`config.mk`:
```
export PLATFORM = sky130hd
export DESIGN_NAME = demux_8_stream
export DESIGN_NICKNAME = d
export VERILOG_FILES = /design/src/rtl/demux_8_stream.sv
export SDC_FILE = /design/constraint.sdc
export NUM_CORES = 1
export LEC_CHECK = 0
export BUFFER_PORTS_ARGS = -buffer_cell sky130_fd_sc_hd__buf_4
export CORE_MARGIN = 2
export CORE_UTILIZATION = 51
export DETAILED_ROUTE_END_ITERATION = 10
export PLACE_DENSITY = 0.79
export RECOVER_POWER = 100
export SLEW_MARGIN = 15
export SYNTH_ARGS = -nofsm -noshare
export SYNTH_HDL_FRONTEND = slang
export SYNTH_SLANG_ARGS = --single-unit
```
`constraint.sdc`:
```
create_clock -name clk -period 2.55 [get_ports clk]
set_input_delay 0.51 -clock clk [delete_from_list [all_inputs] [get_ports clk]]
set_output_delay 0.51 -clock clk [all_outputs]
set_load 0.1 [all_outputs]
```
`src/rtl/demux_8_stream.sv`:
```
// 1-to-8 addressed stream demultiplexer with a 2-entry input FIFO.
// Registered-only in_ready, one-hot per-channel valid, and a saturating counter for words offered while deselected.
module demux_8_stream #(
    parameter int width     = 8,
    parameter int cnt_width = 8
) (
    input  logic                 clk,
    input  logic                 rst,
    input  logic                 nCS,
    input  logic                 in_valid,
    output logic                 in_ready,
    input  logic [2:0]           in_addr,
    input  logic [width-1:0]     in_data,
    output logic [7:0]           out_valid,
    input  logic [7:0]           out_ready,
    output logic [width-1:0]     out_data,
    output logic [cnt_width-1:0] drop_cnt
);

    logic [1:0][2:0]       addr_q;
    logic [1:0][width-1:0] data_q;
    logic                  rd_ptr_q, wr_ptr_q;
    logic [1:0]            count_q, count_d;
    logic [cnt_width-1:0]  drop_cnt_q, drop_cnt_d;

    logic [2:0] head_addr;
    logic       any_vld, push, pop;

    assign head_addr = addr_q[rd_ptr_q];
    assign any_vld   = !nCS && (count_q != 2'd0);

    // in_ready is built from registered state only, so no path from out_ready.
    assign in_ready  = !nCS && (count_q < 2'd2);
    assign push      = in_valid && in_ready;
    assign pop       = any_vld && out_ready[head_addr];

    for (genvar i = 0; i < 8; i++) begin : g_vld
        assign out_valid[i] = any_vld && (head_addr == 3'(i));
    end

    assign out_data = any_vld ? data_q[rd_ptr_q] : '0;
    assign drop_cnt = drop_cnt_q;

    always_comb begin
        count_d    = count_q + 2'(push) - 2'(pop);
        drop_cnt_d = drop_cnt_q;
        if (nCS && in_valid && (drop_cnt_q != '1))
            drop_cnt_d = drop_cnt_q + 1'b1;
    end

    always_ff @(posedge clk or posedge rst) begin
        if (rst) begin
            addr_q     <= '0;
            data_q     <= '0;
            rd_ptr_q   <= 1'b0;
            wr_ptr_q   <= 1'b0;
            count_q    <= 2'd0;
            drop_cnt_q <= '0;
        end else begin
            if (push) begin
                addr_q[wr_ptr_q] <= in_addr;
                data_q[wr_ptr_q] <= in_data;
                wr_ptr_q         <= ~wr_ptr_q;
            end
            if (pop)
                rd_ptr_q <= ~rd_ptr_q;
            count_q    <= count_d;
            drop_cnt_q <= drop_cnt_d;
        end
    end

endmodule

```
Yosys cells after proc, flatten, opt, wreduce, memory -nomap -nowiden
Cells that the tools add are included.
{"block": "totals", "regBits": 34, "latchBits": 0, "ram_bits": 0, "romBits": 0, "input_bits": 23, "output_inout_bits": 25, "wordCells": 57, "memories": 0}
{"block": "classes", "addsub": 3, "n_mul": 0, "div_mod_pow": 0, "magnitude_cmp": 5, "n_eq_ne": 8, "shifts": 0, "muxes": 13, "n_bitwise": 2, "n_reduce_logical": 18}
{"cell": "$mux W8", "count": 4}
{"cell": "$bwmux W16", "count": 1}
{"cell": "$logic_and A1 B1 Y1", "count": 15}
{"cell": "$eq A3 B3 Y1 const B", "count": 4}
{"cell": "$mux W3", "count": 3}
{"cell": "$add A8 B1 Y8 const B", "count": 1}
{"cell": "$demux W8 S1", "count": 1}
{"cell": "$ne A8 B8 Y1 const B", "count": 1}
{"cell": "$bwmux W6", "count": 1}
{"cell": "$eq A3 B2 Y1 const B", "count": 2}
{"cell": "$lt A1 B2 Y1 const B", "count": 2}
{"cell": "$lt A3 B4 Y1 const B", "count": 1}
{"cell": "$bmux W1 S3", "count": 1}
{"cell": "$demux W3 S1", "count": 1}
{"cell": "$eq A3 B1 Y1 const B", "count": 1}
{"cell": "$logic_not A3 Y1", "count": 1}
{"cell": "$add A2 B1 Y2", "count": 1}
{"cell": "$lt A2 B2 Y1 const B", "count": 1}
{"cell": "$not A1 Y1", "count": 2}
{"cell": "$reduce_bool A2 Y1", "count": 1}
{"cell": "$sub A2 B1 Y2", "count": 1}
{"cell": "$ge A1 B1 Y1 const B", "count": 1}
{"cell": "$logic_not A1 Y1", "count": 1}
{"cell": "$mux W1", "count": 1}

Logic depth before layout (Yosys ltp)
Gate-level depths: netlist (run 1).
{"block": "depth", "depth_word": 6, "mapped_depth": 10, "ltp_nobuf": 9}

Worst setup path after synthesis (run 1)
OpenSTA, ideal clock, no wires.
{"block": "synth_timing", "path_type": "input to register", "from": "in nCS", "to": "reg count_q[1]", "setup_ns": 0.123, "arrival_ns": 2.913, "required_ns": 2.427, "setup_slack_ns": -0.486, "stages": 7, "n_path_buf": 0, "path_cell_list": "nor2_1 -> nand2_1 -> ha_1 -> inv_1 -> ha_1 -> xnor2_1 -> xnor2_1"}
{"block": "synth_via", "elab_chain_len": 5, "word_cells_on_any_way": 7, "cone_classes": "add/sub (2); reduce/logical (5)"}
{"item": "start, declared", "line_no": "9", "rtl": "input logic nCS,"}
{"item": "$logic_not A1 Y1 (*)", "line_no": "30, 33"}
{"item": "$logic_and A1 B1 Y1", "line_no": "33", "rtl": "assign in_ready = !nCS && (count_q < 2'd2);"}
{"item": "$logic_and A1 B1 Y1", "line_no": "34", "rtl": "assign push = in_valid && in_ready;"}
{"item": "$add A2 B1 Y2", "line_no": "45", "rtl": "count_d = count_q + 2'(push) - 2'(pop);"}
{"item": "$sub A2 B1 Y2 (*)", "line_no": "45"}
{"item": "net count_d[1]", "line_no": "23", "rtl": "logic [1:0] count_q, count_d;"}
{"item": "end signal, assigned", "line_no": "67", "rtl": "count_q <= count_d;"}
{"item": "end, declared", "line_no": "23"}
The timed path passes the listed nets; every way through them passes the cells marked *.
A chain may end at the register's enable or synchronous reset.

Worst setup path after layout (run 1)
{"block": "layout_timing", "from": "reg rd_ptr_q", "to": "out out_valid[5]"}
{"block": "layout_via", "elab_chain_len": 4}
{"item": "start, declared", "line_no": "22", "rtl": "logic rd_ptr_q, wr_ptr_q;"}
{"item": "start signal, assigned", "line_no": "66", "rtl": "rd_ptr_q <= ~rd_ptr_q;"}
{"item": "$mux W3 (not written as such) (2 in series)", "line_no": "29", "rtl": "assign head_addr = addr_q[rd_ptr_q];"}
{"item": "$eq A3 B3 Y1", "line_no": "38", "rtl": "assign out_valid[i] = any_vld && (head_addr == 3'(i));"}
{"item": "$logic_and A1 B1 Y1", "line_no": "38"}
{"item": "end, declared", "line_no": "14", "rtl": "output logic [7:0] out_valid,"}
No other way between the ends. The select of a mux whose other input is x is not followed.

==> flow_summary.json, run 1 <==
{
  "max_slew_margin": -0.187,
  "path_delay_family": "buffers and inverters",
  "crit_path_cell_trace": "buf_4, mux2i_1, or2_4, nor2_2, buf_2",
  "fraction_of_final_layout_cells_with_drive_strength_greater_than_1": 0.390,
  "worst_clock_skew_ps": 7.03,
  "final-hold-violation-count": 0,
  "post_layout_minimum_cycle_time_ps": 2390,
  "drt-total-wl_um": 3570,
  "fp.dieArea_um2": 3780,
  "cts-buffers-inserted": 5,
  "vias": 1279,
  "fin_cells": 244,
  "timing_worst_setup_path_type": "reg -> out",
  "drtAntennaViolNets": 0,
  "synth_cell_type_count": 30,
  "grt_setup_unrepaired": "false",
  "pin_count": 48,
  "dpl.cell_count": 236,
  "rows": 20,
  "core_region_area_um2": 3100,
  "synth.yosys.seq_area_share": 0.505,
  "setup_ws_post_layout_ps": 156,
  "period_share": 0.939,
  "finalSetupTns_ps": 0,
  "cts_hold_repair.buffers": 0,
  "grt_pass1_wl_um": 5820,
  "worstHoldPathType": "in -> reg",
  "cp.required_ps": 2040,
  "asyncSetResetFlopFracSynth": 1.00,
  "htreeDepth": 2,
  "grt_overflow_total": 0,
  "pre_cts_slack_ps": 211,
  "wl_per_cell_um": 14.6,
  "synthesis.instances": 145,
  "grt_start_max_net_pins": 35,
  "grt_pass1_vias": 1311,
  "fmax_mhz": 418,
  "regToRegStartpoint": "addr_q[0]",
  "outcome": "finished, violations left",
  "place.detailed.hpwl_um": 2770,
  "crit-reg2reg-capture": "count_q[1]",
  "antenna_cells_inserted": 0,
  "stages_on_the_worst_setup_path": 5,
  "postCtsSetupBuffers": 0,
  "postCtsResizedCells": 0,
  "drt_pass1_iterations": 4,
  "hold_start": "in_addr[1]",
  "worst_skew_pair.late_latency_ps": 330,
  "antenna_found_initial": 0,
  "fp.dieH_um": 61.5,
  "detail_route.iter0.violations": 46,
  "gp_routability_congestion": 0.885,
  "worst_hold_path_cells": 3,
  "crit_path_start_kind": "flop",
  "synth-warning-count": 0,
  "cts-root-buf": "sky130_fd_sc_hd__clkbuf_4",
  "cp.arrival_ps": 1880,
  "grt_usage": 0.216,
  "timing.critical_path.slowest_stage_cell": "sky130_fd_sc_hd__dfrtp_1",
  "port_buffers": 47,
  "max_slew.worst_pin.slew_ps": 1780,
  "setup_viol": 0,
  "initial_util": 0.543,
  "crit_path_largest_cell_delay_ps": 430,
  "clk_transition_reported_paths_ps": 100,
  "clockBufferDepth": 2,
  "cts_tree": "yes",
  "ys_ff_latch": 34,
  "number_of_flops_mapped_to_enable_cells_by_yosys": 0,
  "net_count_of_the_finished_layout": 225,
  "timing.critical_path.buf_inv": 2,
  "violations": "capacitance limit, slew limit",
  "type_of_element_capturing_the_critical_path": "output pin",
  "rr_worst_depth": 9,
  "synthFlopType": "sky130_fd_sc_hd__dfrtp_1",
  "postSynthNetCount": 171,
  "p_r_area_growth_vs_syn_pct": 26.0,
  "post_drt_via_cell_ratio": 5.24,
  "die_wd_um": 61.5,
  "tritoncts_num_sinks": 34,
  "hold_endpoint": "addr_q[4]",
  "drv_cap": 1,
  "timing.reg2reg.setup_slack_ps": 230,
  "highest_fanout_seen_on_the_critical_path": 5,
  "slew_viol_final": 35,
  "syn_avg_cell_area_um2": 11.6,
  "drc": 0,
  "syn_area_um2": 1690
}
-- layout by cell type (no fill, tap or decap), types with 2 or more instances in the layout --
cell	instances
sky130_fd_sc_hd__nor2_1	17
sky130_fd_sc_hd__clkbuf_1	10
sky130_fd_sc_hd__nand3_1	2
sky130_fd_sc_hd__ha_1	3
sky130_fd_sc_hd__dfrtp_1	34
sky130_fd_sc_hd__nor2_2	4
sky130_fd_sc_hd__clkbuf_2	9
sky130_fd_sc_hd__nand4_1	4
sky130_fd_sc_hd__nor3b_1	2
sky130_fd_sc_hd__xor2_1	4
sky130_fd_sc_hd__a31oi_1	3
sky130_fd_sc_hd__o21ai_0	2
sky130_fd_sc_hd__and3_1	2
sky130_fd_sc_hd__xnor2_1	7
sky130_fd_sc_hd__mux2i_1	11
sky130_fd_sc_hd__nand2_1	5
sky130_fd_sc_hd__inv_1	4
sky130_fd_sc_hd__clkbuf_4	11
sky130_fd_sc_hd__mux2_2	22
sky130_fd_sc_hd__o221ai_1	2
sky130_fd_sc_hd__o21bai_1	2
sky130_fd_sc_hd__buf_2	3
sky130_fd_sc_hd__buf_4	26
-- tightest hold or removal path, stage by stage --
cell and delay [ps]:
sky130_fd_sc_hd__buf_4 90, sky130_fd_sc_hd__nand2_1 40, sky130_fd_sc_hd__o21ai_0 70
-- per-layer routing --
layer | share of wire | wire length (um) | track usage | up-vias
li1 | - | - | - | 613
met1 | 0.40 | 1430 | 0.240 | 615
met2 | 0.52 | 1860 | 0.389 | 43
met3 | 0.064 | 227 | 0.0588 | 8
met4 | 0.016 | 57 | 0.0821 | 0
met5 | 0 | 0 | 0 | -
-- per-stage QoR --
step                      instance area [um^2]   util  hold WS (ps)
after floorplan                           1700      -           460
after detailed placement                  2110  0.681           494
after global routing                      2120  0.684           393
final                                     2120  0.684           407
after global placement                    2110  0.681           474
after CTS                                 2190  0.706           259
-- cell usage after synthesis, types with 3 or more instances --
master,instances,share of area
sky130_fd_sc_hd__nand2_1,5,0.011
sky130_fd_sc_hd__xor2_1,4,0.021
sky130_fd_sc_hd__mux2_2,22,0.15
sky130_fd_sc_hd__xnor2_1,7,0.036
sky130_fd_sc_hd__nand4_1,4,0.015
sky130_fd_sc_hd__a31oi_1,3,0.011
sky130_fd_sc_hd__ha_1,3,0.022
sky130_fd_sc_hd__mux2i_1,11,0.065
sky130_fd_sc_hd__dfrtp_1,34,0.50
sky130_fd_sc_hd__inv_1,4,0.0089
sky130_fd_sc_hd__nor2_1,21,0.047
-- registers in the layout, summed over array words and instances (netlist names) --
| name | flops |
|---|---|
| addr_q | 6 |
| count_q | 2 |
| data_q | 16 |
| drop_cnt | 8 |
| rd_ptr_q | 1 |
| wr_ptr_q | 1 |
-- kinds of logic after synthesis --
logic type	count (synthesis)	share of synthesized area
AO/OA/AOI/OAI	12	0.0542
XOR/XNOR	11	0.0572
AND/OR/NAND/NOR	42	0.119
buffers and inverters	10	0.0304
adder cells (fa/ha/maj)	3	0.0223
flip-flops	34	0.505
multiplexers	33	0.212
-- area by class of cell --
cell class / count / area (um^2)
timing repair buffer: 53 / 334
fill: 277 / 980
multi-input combinational: 101 / 793
sequential: 34 / 851
tap: 44 / 55.1
inverter: 4 / 15.0
clock buffer: 7 / 45.0
clock inverter: 1 / 30.0
-- worst max-delay path by stage --
stage,start,end,slack (ps)
2_1_floorplan,nCS,out_valid[0],-270
3_3_place_gp,nCS,count_q[1],330
3_5_place_dp,nCS,count_q[1],210
4_1_cts,rd_ptr_q,out_valid[2],210
5_1_grt,rd_ptr_q,out_valid[1],40
6_report,rd_ptr_q,out_valid[5],160
Power of run 1 is not shown: default switching activity piles up to over one toggle a cycle in this logic, so the estimate is an artifact.
==> inputs of run 2 (changes only) <==
--- a/config.mk
+++ b/config.mk
@@ -7,9 +7,10 @@
 export LEC_CHECK = 0
 export BUFFER_PORTS_ARGS = -buffer_cell sky130_fd_sc_hd__buf_4
 export CORE_MARGIN = 2
-export CORE_UTILIZATION = 51
+export CORE_UTILIZATION = 53
+export CTS_BUF_LIST = sky130_fd_sc_hd__clkbuf_8
 export DETAILED_ROUTE_END_ITERATION = 10
-export PLACE_DENSITY = 0.79
+export PLACE_DENSITY = 0.81
 export RECOVER_POWER = 100
 export SLEW_MARGIN = 15
 export SYNTH_ARGS = -nofsm -noshare
==> run 2 against run 1 <==
Against the previous run:
- the run still ends with capacitance limit, slew limit left
- cell area about the same
- clock-buffer cell count decreased by 2
- critical path depth unchanged
- setup slack improved by 30 ps
- register-to-register slack gained 60 ps
- die area is 3.5% lower
- worst hold slack better by 38 ps
- sequential share of layout area barely moved
- via count is 1.0% lower
- global-route usage grew 0.17 points
- flip-flop and latch count unchanged
- critical endpoint is now out_valid[6]
- highest routed layer unchanged
==> flow_summary.json, run 2 (synthesis results as in run 1) <==
{
  "timing_worst_setup_path_type": "reg -> out",
  "type_of_element_capturing_the_critical_path": "output pin",
  "grt_pass1_vias": 1274,
  "core_region_area_um2": 3030,
  "htreeDepth": 2,
  "violations": "capacitance limit, slew limit",
  "largest_register_ffs": 16,
  "rr_worst_depth": 10,
  "place.detailed.hpwl_um": 2580,
  "worst_skew_pair.late_latency_ps": 280,
  "setup_ws_post_layout_ps": 186,
  "crit_path_start_kind": "flop",
  "largest-register": "data_q",
  "outcome": "finished, violations left",
  "postCtsResizedCells": 0,
  "antenna_found_initial": 0,
  "clockBufferDepth": 2,
  "cts_tree": "yes",
  "regToRegStartpoint": "rd_ptr_q",
  "postCtsSetupBuffers": 0,
  "fmax_mhz": 423,
  "slew_viol_final": 35,
  "port_buffers": 47,
  "tritoncts_num_sinks": 34,
  "max_slew.worst_pin.slew_ps": 1750,
  "worstHoldPathType": "in -> reg",
  "cts-root-buf": "sky130_fd_sc_hd__clkbuf_8",
  "drv_cap": 1,
  "most-common-layout-cells": "34 x sky130_fd_sc_hd__dfrtp_1, 25 x sky130_fd_sc_hd__buf_4, 22 x sky130_fd_sc_hd__mux2_2",
  "fp.dieH_um": 60.4,
  "period_share": 0.927,
  "final-hold-violation-count": 0,
  "path_delay_family": "buffers and inverters",
  "grt_setup_unrepaired": "false",
  "post_drt_via_cell_ratio": 5.21,
  "drt_pass1_iterations": 4,
  "clk_transition_reported_paths_ps": 60,
  "net_count_of_the_finished_layout": 225,
  "crit-reg2reg-capture": "count_q[1]",
  "hold_start": "in_addr[1]",
  "cts_hold_repair.buffers": 0,
  "detail_route.iter0.violations": 44,
  "crit_path_cell_trace": "buf_4, mux2i_1, or2_4, nor2_2, clkbuf_2",
  "grt_overflow_total": 0,
  "drt-total-wl_um": 3480,
  "pin_count": 48,
  "pre_cts_slack_ps": 291,
  "initial_util": 0.557,
  "worst_hold_path_cells": 3,
  "gp_routability_congestion": 0.772,
  "timing.critical_path.slowest_stage_cell": "sky130_fd_sc_hd__clkbuf_2",
  "max_slew_margin": -0.169,
  "highest_fanout_seen_on_the_critical_path": 6,
  "layout.cells.most_common": "sky130_fd_sc_hd__dfrtp_1",
  "antenna_cells_inserted": 0,
  "grt_start_max_net_pins": 35,
  "cts-buffers-inserted": 5,
  "grt_usage": 0.217,
  "filler_cell_count": 242,
  "post_layout_minimum_cycle_time_ps": 2360,
  "drtAntennaViolNets": 0,
  "wl_per_cell_um": 14.3,
  "rows": 20,
  "timing.critical_path.buf_inv": 2,
  "drc": 0,
  "cp.arrival_ps": 1850,
  "crit_path_largest_cell_delay_ps": 460,
  "worst_clock_skew_ps": 6.40,
  "hold_endpoint": "addr_q[4]",
  "fraction_of_final_layout_cells_with_drive_strength_greater_than_1": 0.387,
  "vias": 1266,
  "p_r_area_growth_vs_syn_pct": 25.9,
  "timing.reg2reg.setup_slack_ps": 290,
  "finalSetupTns_ps": 0,
  "cp.required_ps": 2040,
  "die_wd_um": 60.4,
  "grt_pass1_wl_um": 5680,
  "fp.dieArea_um2": 3650,
  "setup_viol": 0
}
## run 2: worst reg2reg max path, cell delays in order (launching register included)
cell and delay, ps:
sky130_fd_sc_hd__dfrtp_1 410, sky130_fd_sc_hd__buf_4 180, sky130_fd_sc_hd__nor3b_1 60, sky130_fd_sc_hd__a31oi_1 340, sky130_fd_sc_hd__o221ai_1 210, sky130_fd_sc_hd__o22ai_2 240
sky130_fd_sc_hd__ha_1 260, sky130_fd_sc_hd__inv_1 50, sky130_fd_sc_hd__ha_1 140, sky130_fd_sc_hd__xnor2_1 150, sky130_fd_sc_hd__xnor2_1 140
## run 2: cell type report
cell class	instances	area (um^2)	area share
Sequential cell	34	851	0.401
Multi-Input combinational cell	101	793	0.374
Timing Repair Buffer	53	328	0.154
Clock buffer	5	68.8	0.0324
Tap cell	44	55.1	0.0259
Inverter	4	15.0	0.00708
Clock inverter	2	11.3	0.00531
## run 2: worst max path at each step
stage,cells after the start,start,end
floorplan,4,nCS,out_valid[0]
global placement,10,nCS,count_q[1]
detailed placement,10,nCS,count_q[1]
CTS,5,rd_ptr_q,out_valid[2]
global route,10,rd_ptr_q,count_q[1]
finish,5,rd_ptr_q,out_valid[6]
## run 2: layer usage
metal  global-route usage  wire length, um  vias to the layer above
li1                     -                -                      611
met1                0.260             1520                      612
met2                0.370             1750                       37
met3               0.0597              163                        6
met4               0.0921               38                        0
met5                    0                0                        -
## run 2: through the flow
step                      area, um^2  std cells  utilization  hold slack (ps)
after floorplan                 1700        145            -              460
after global placement          2110        236        0.698              477
after detailed placement        2110        236        0.698              485
final                           2120        243        0.701              445
after global routing            2120        243        0.701              455
after CTS                       2190        243        0.725              334
Power of run 2 is left out for the same reason.
==> inputs of run 3 (changes only) <==
--- a/config.mk
+++ b/config.mk
@@ -6,12 +6,15 @@
 export NUM_CORES = 1
 export LEC_CHECK = 0
 export BUFFER_PORTS_ARGS = -buffer_cell sky130_fd_sc_hd__buf_4
+export CORE_ASPECT_RATIO = 2
 export CORE_MARGIN = 2
 export CORE_UTILIZATION = 53
 export CTS_BUF_LIST = sky130_fd_sc_hd__clkbuf_8
+export CTS_CLUSTER_DIAMETER = 100
 export DETAILED_ROUTE_END_ITERATION = 10
 export PLACE_DENSITY = 0.81
 export RECOVER_POWER = 100
+export SETUP_SLACK_MARGIN = 0.4
 export SLEW_MARGIN = 15
 export SYNTH_ARGS = -nofsm -noshare
 export SYNTH_HDL_FRONTEND = slang
==> run 3 against run 2 <==
Against the previous run:
- routed wire length up 29%
- cell count decreased by 1.6%
- the flow now finishes without violations
- highest routed layer unchanged
- clock skew about the same
- setup slack better by 2.6 ps
- clock-buffer cell count unchanged
- via count increased by 8.7%
- critical path depth is 1 higher
- critical endpoint is now out_valid[2]
- sequential share of layout area shrank 4.9 points
- critical path type unchanged
==> flow_summary.json, run 3 (synthesis results as in run 1) <==
{
  "timing_worst_setup_path_type": "reg -> out",
  "grt_pass1_vias": 1534,
  "vias": 1376,
  "antenna_cells_inserted": 0,
  "rr_worst_depth": 9,
  "detail_route.iter0.violations": 19,
  "setup_viol": 0,
  "largest_register_ffs": 16,
  "fp.dieArea_um2": 3670,
  "cts_hold_repair.buffers": 0,
  "layout.cells.most_common": "sky130_fd_sc_hd__dfrtp_1",
  "stages_on_the_worst_setup_path": 6,
  "gp_routability_congestion": 0.817,
  "drt-total-wl_um": 4500,
  "die_wd_um": 43.9,
  "drt_pass1_iterations": 4,
  "grt_pass1_wl_um": 7200,
  "most-common-layout-cells": "32 x sky130_fd_sc_hd__dfrtp_1, 31 x sky130_fd_sc_hd__buf_4, 22 x sky130_fd_sc_hd__mux2_2",
  "drv_cap": 0,
  "cts-root-buf": "sky130_fd_sc_hd__clkbuf_8",
  "wl_per_cell_um": 18.8,
  "post_drt_via_cell_ratio": 5.76,
  "crit_path_start_kind": "flop",
  "port_buffers": 47,
  "max_slew.worst_pin.slew_ps": 1170,
  "cts_tree": "yes",
  "htreeDepth": 2,
  "type_of_element_capturing_the_critical_path": "output pin",
  "grt_overflow_total": 0,
  "cp.arrival_ps": 1850,
  "final-hold-violation-count": 0,
  "fraction_of_final_layout_cells_with_drive_strength_greater_than_1": 0.534,
  "worst_skew_pair.late_latency_ps": 290,
  "slew_viol_final": 0,
  "timing.critical_path.slowest_stage_cell": "sky130_fd_sc_hd__dfrtp_1",
  "highest_fanout_seen_on_the_critical_path": 5,
  "cts-buffers-inserted": 5,
  "period_share": 0.926,
  "filler_cell_count": 207,
  "timing.critical_path.buf_inv": 3,
  "pin_count": 48,
  "max_slew_margin": 0.223,
  "drc": 0,
  "place.detailed.hpwl_um": 2940,
  "clockBufferDepth": 2,
  "drtAntennaViolNets": 0,
  "tritoncts_num_sinks": 34,
  "p_r_area_growth_vs_syn_pct": 43.9,
  "path_delay_family": "buffers and inverters",
  "worstHoldPathType": "in -> async",
  "fmax_mhz": 423,
  "antenna_found_initial": 0,
  "clk_transition_reported_paths_ps": 70,
  "core_region_area_um2": 3120,
  "grt_setup_unrepaired": "true",
  "rows": 29,
  "crit_path_cell_trace": "buf_6, mux2i_4, buf_4, nand2b_4, nor2_4, clkbuf_4",
  "crit_path_largest_cell_delay_ps": 450,
  "grt_start_max_net_pins": 18,
  "cp.required_ps": 2040,
  "worst_clock_skew_ps": 6.72,
  "post_layout_minimum_cycle_time_ps": 2360,
  "net_count_of_the_finished_layout": 233,
  "fp.dieH_um": 83.8,
  "grt_usage": 0.266,
  "outcome": "finished clean",
  "largest-register": "data_q",
  "initial_util": 0.540,
  "finalSetupTns_ps": 0
}
==> run 3: changes by cell type in the layout (fill, tap and decap cells not counted), moves of 3 or more <==
cell / before / now
sky130_fd_sc_hd__buf_6: 0 / 4
sky130_fd_sc_hd__nor2_2: 4 / 10
sky130_fd_sc_hd__buf_4: 25 / 31
sky130_fd_sc_hd__nor2_1: 17 / 5
sky130_fd_sc_hd__clkbuf_2: 11 / 5
sky130_fd_sc_hd__nor2_4: 0 / 6
sky130_fd_sc_hd__a31oi_1: 3 / 0
==> run 3: per-layer routing <==
metal	GRT usage	share of wire
met1	0.281	0.34
met2	0.475	0.60
met3	0.0606	0.040
met4	0.113	0.025
met5	0	0
==> run 3: cell type report <==
class                      instances  area (um^2)  area share
clock inverter                     3         37.5      0.0155
timing repair buffer              61          452       0.186
sequential                        34          853       0.352
clock buffer                       5         68.8      0.0284
tap                               31         38.8      0.0160
multi-input combinational        101          961       0.396
inverter                           4         15.0     0.00619
==> run 3: worst reg2reg max path: stages (launching register included) <==
cell and delay, ps:
sky130_fd_sc_hd__dfrtp_1 450, sky130_fd_sc_hd__mux2i_1 230, sky130_fd_sc_hd__mux2_2 360, sky130_fd_sc_hd__o221ai_1 240, sky130_fd_sc_hd__o22ai_2 110, sky130_fd_sc_hd__ha_1 290
sky130_fd_sc_hd__inv_1 40, sky130_fd_sc_hd__ha_1 200, sky130_fd_sc_hd__xnor2_2 140, sky130_fd_sc_hd__xnor2_1 130
==> run 3: path summary, 6_finish.rpt <==
kind                             start            to  slack, ps
setup / recovery              rd_ptr_q  out_valid[2]        190
hold / removal                     rst    count_q[1]        290
setup reg to reg              rd_ptr_q    count_q[1]        250
hold reg to reg            drop_cnt[7]   drop_cnt[7]        490
max in group asynchronous          rst     addr_q[4]       1310
min in group clk            in_addr[0]     addr_q[3]        450
==> run 3: through the flow <==
stage | instance area [um^2] | hold slack (ps) | instances | setup slack (ps) | utilization
floorplan | 1770 | 460 | 145 | 287 | -
global placement | 2190 | 482 | 225 | 304 | 0.701
detailed placement | 2190 | 484 | 225 | 195 | 0.701
CTS | 2490 | 318 | 238 | 331 | 0.798
global route | 2430 | 364 | 239 | 121 | 0.777
finish | 2430 | 290 | 239 | 189 | 0.777
==> run 3: repair_timing <==
action	CTS	global route
endpoints found under the setup margin	18	15
setup buffers	5	1
pin swaps	4	4
resized for setup	35	17
Power of run 3 is left out for the same reason.
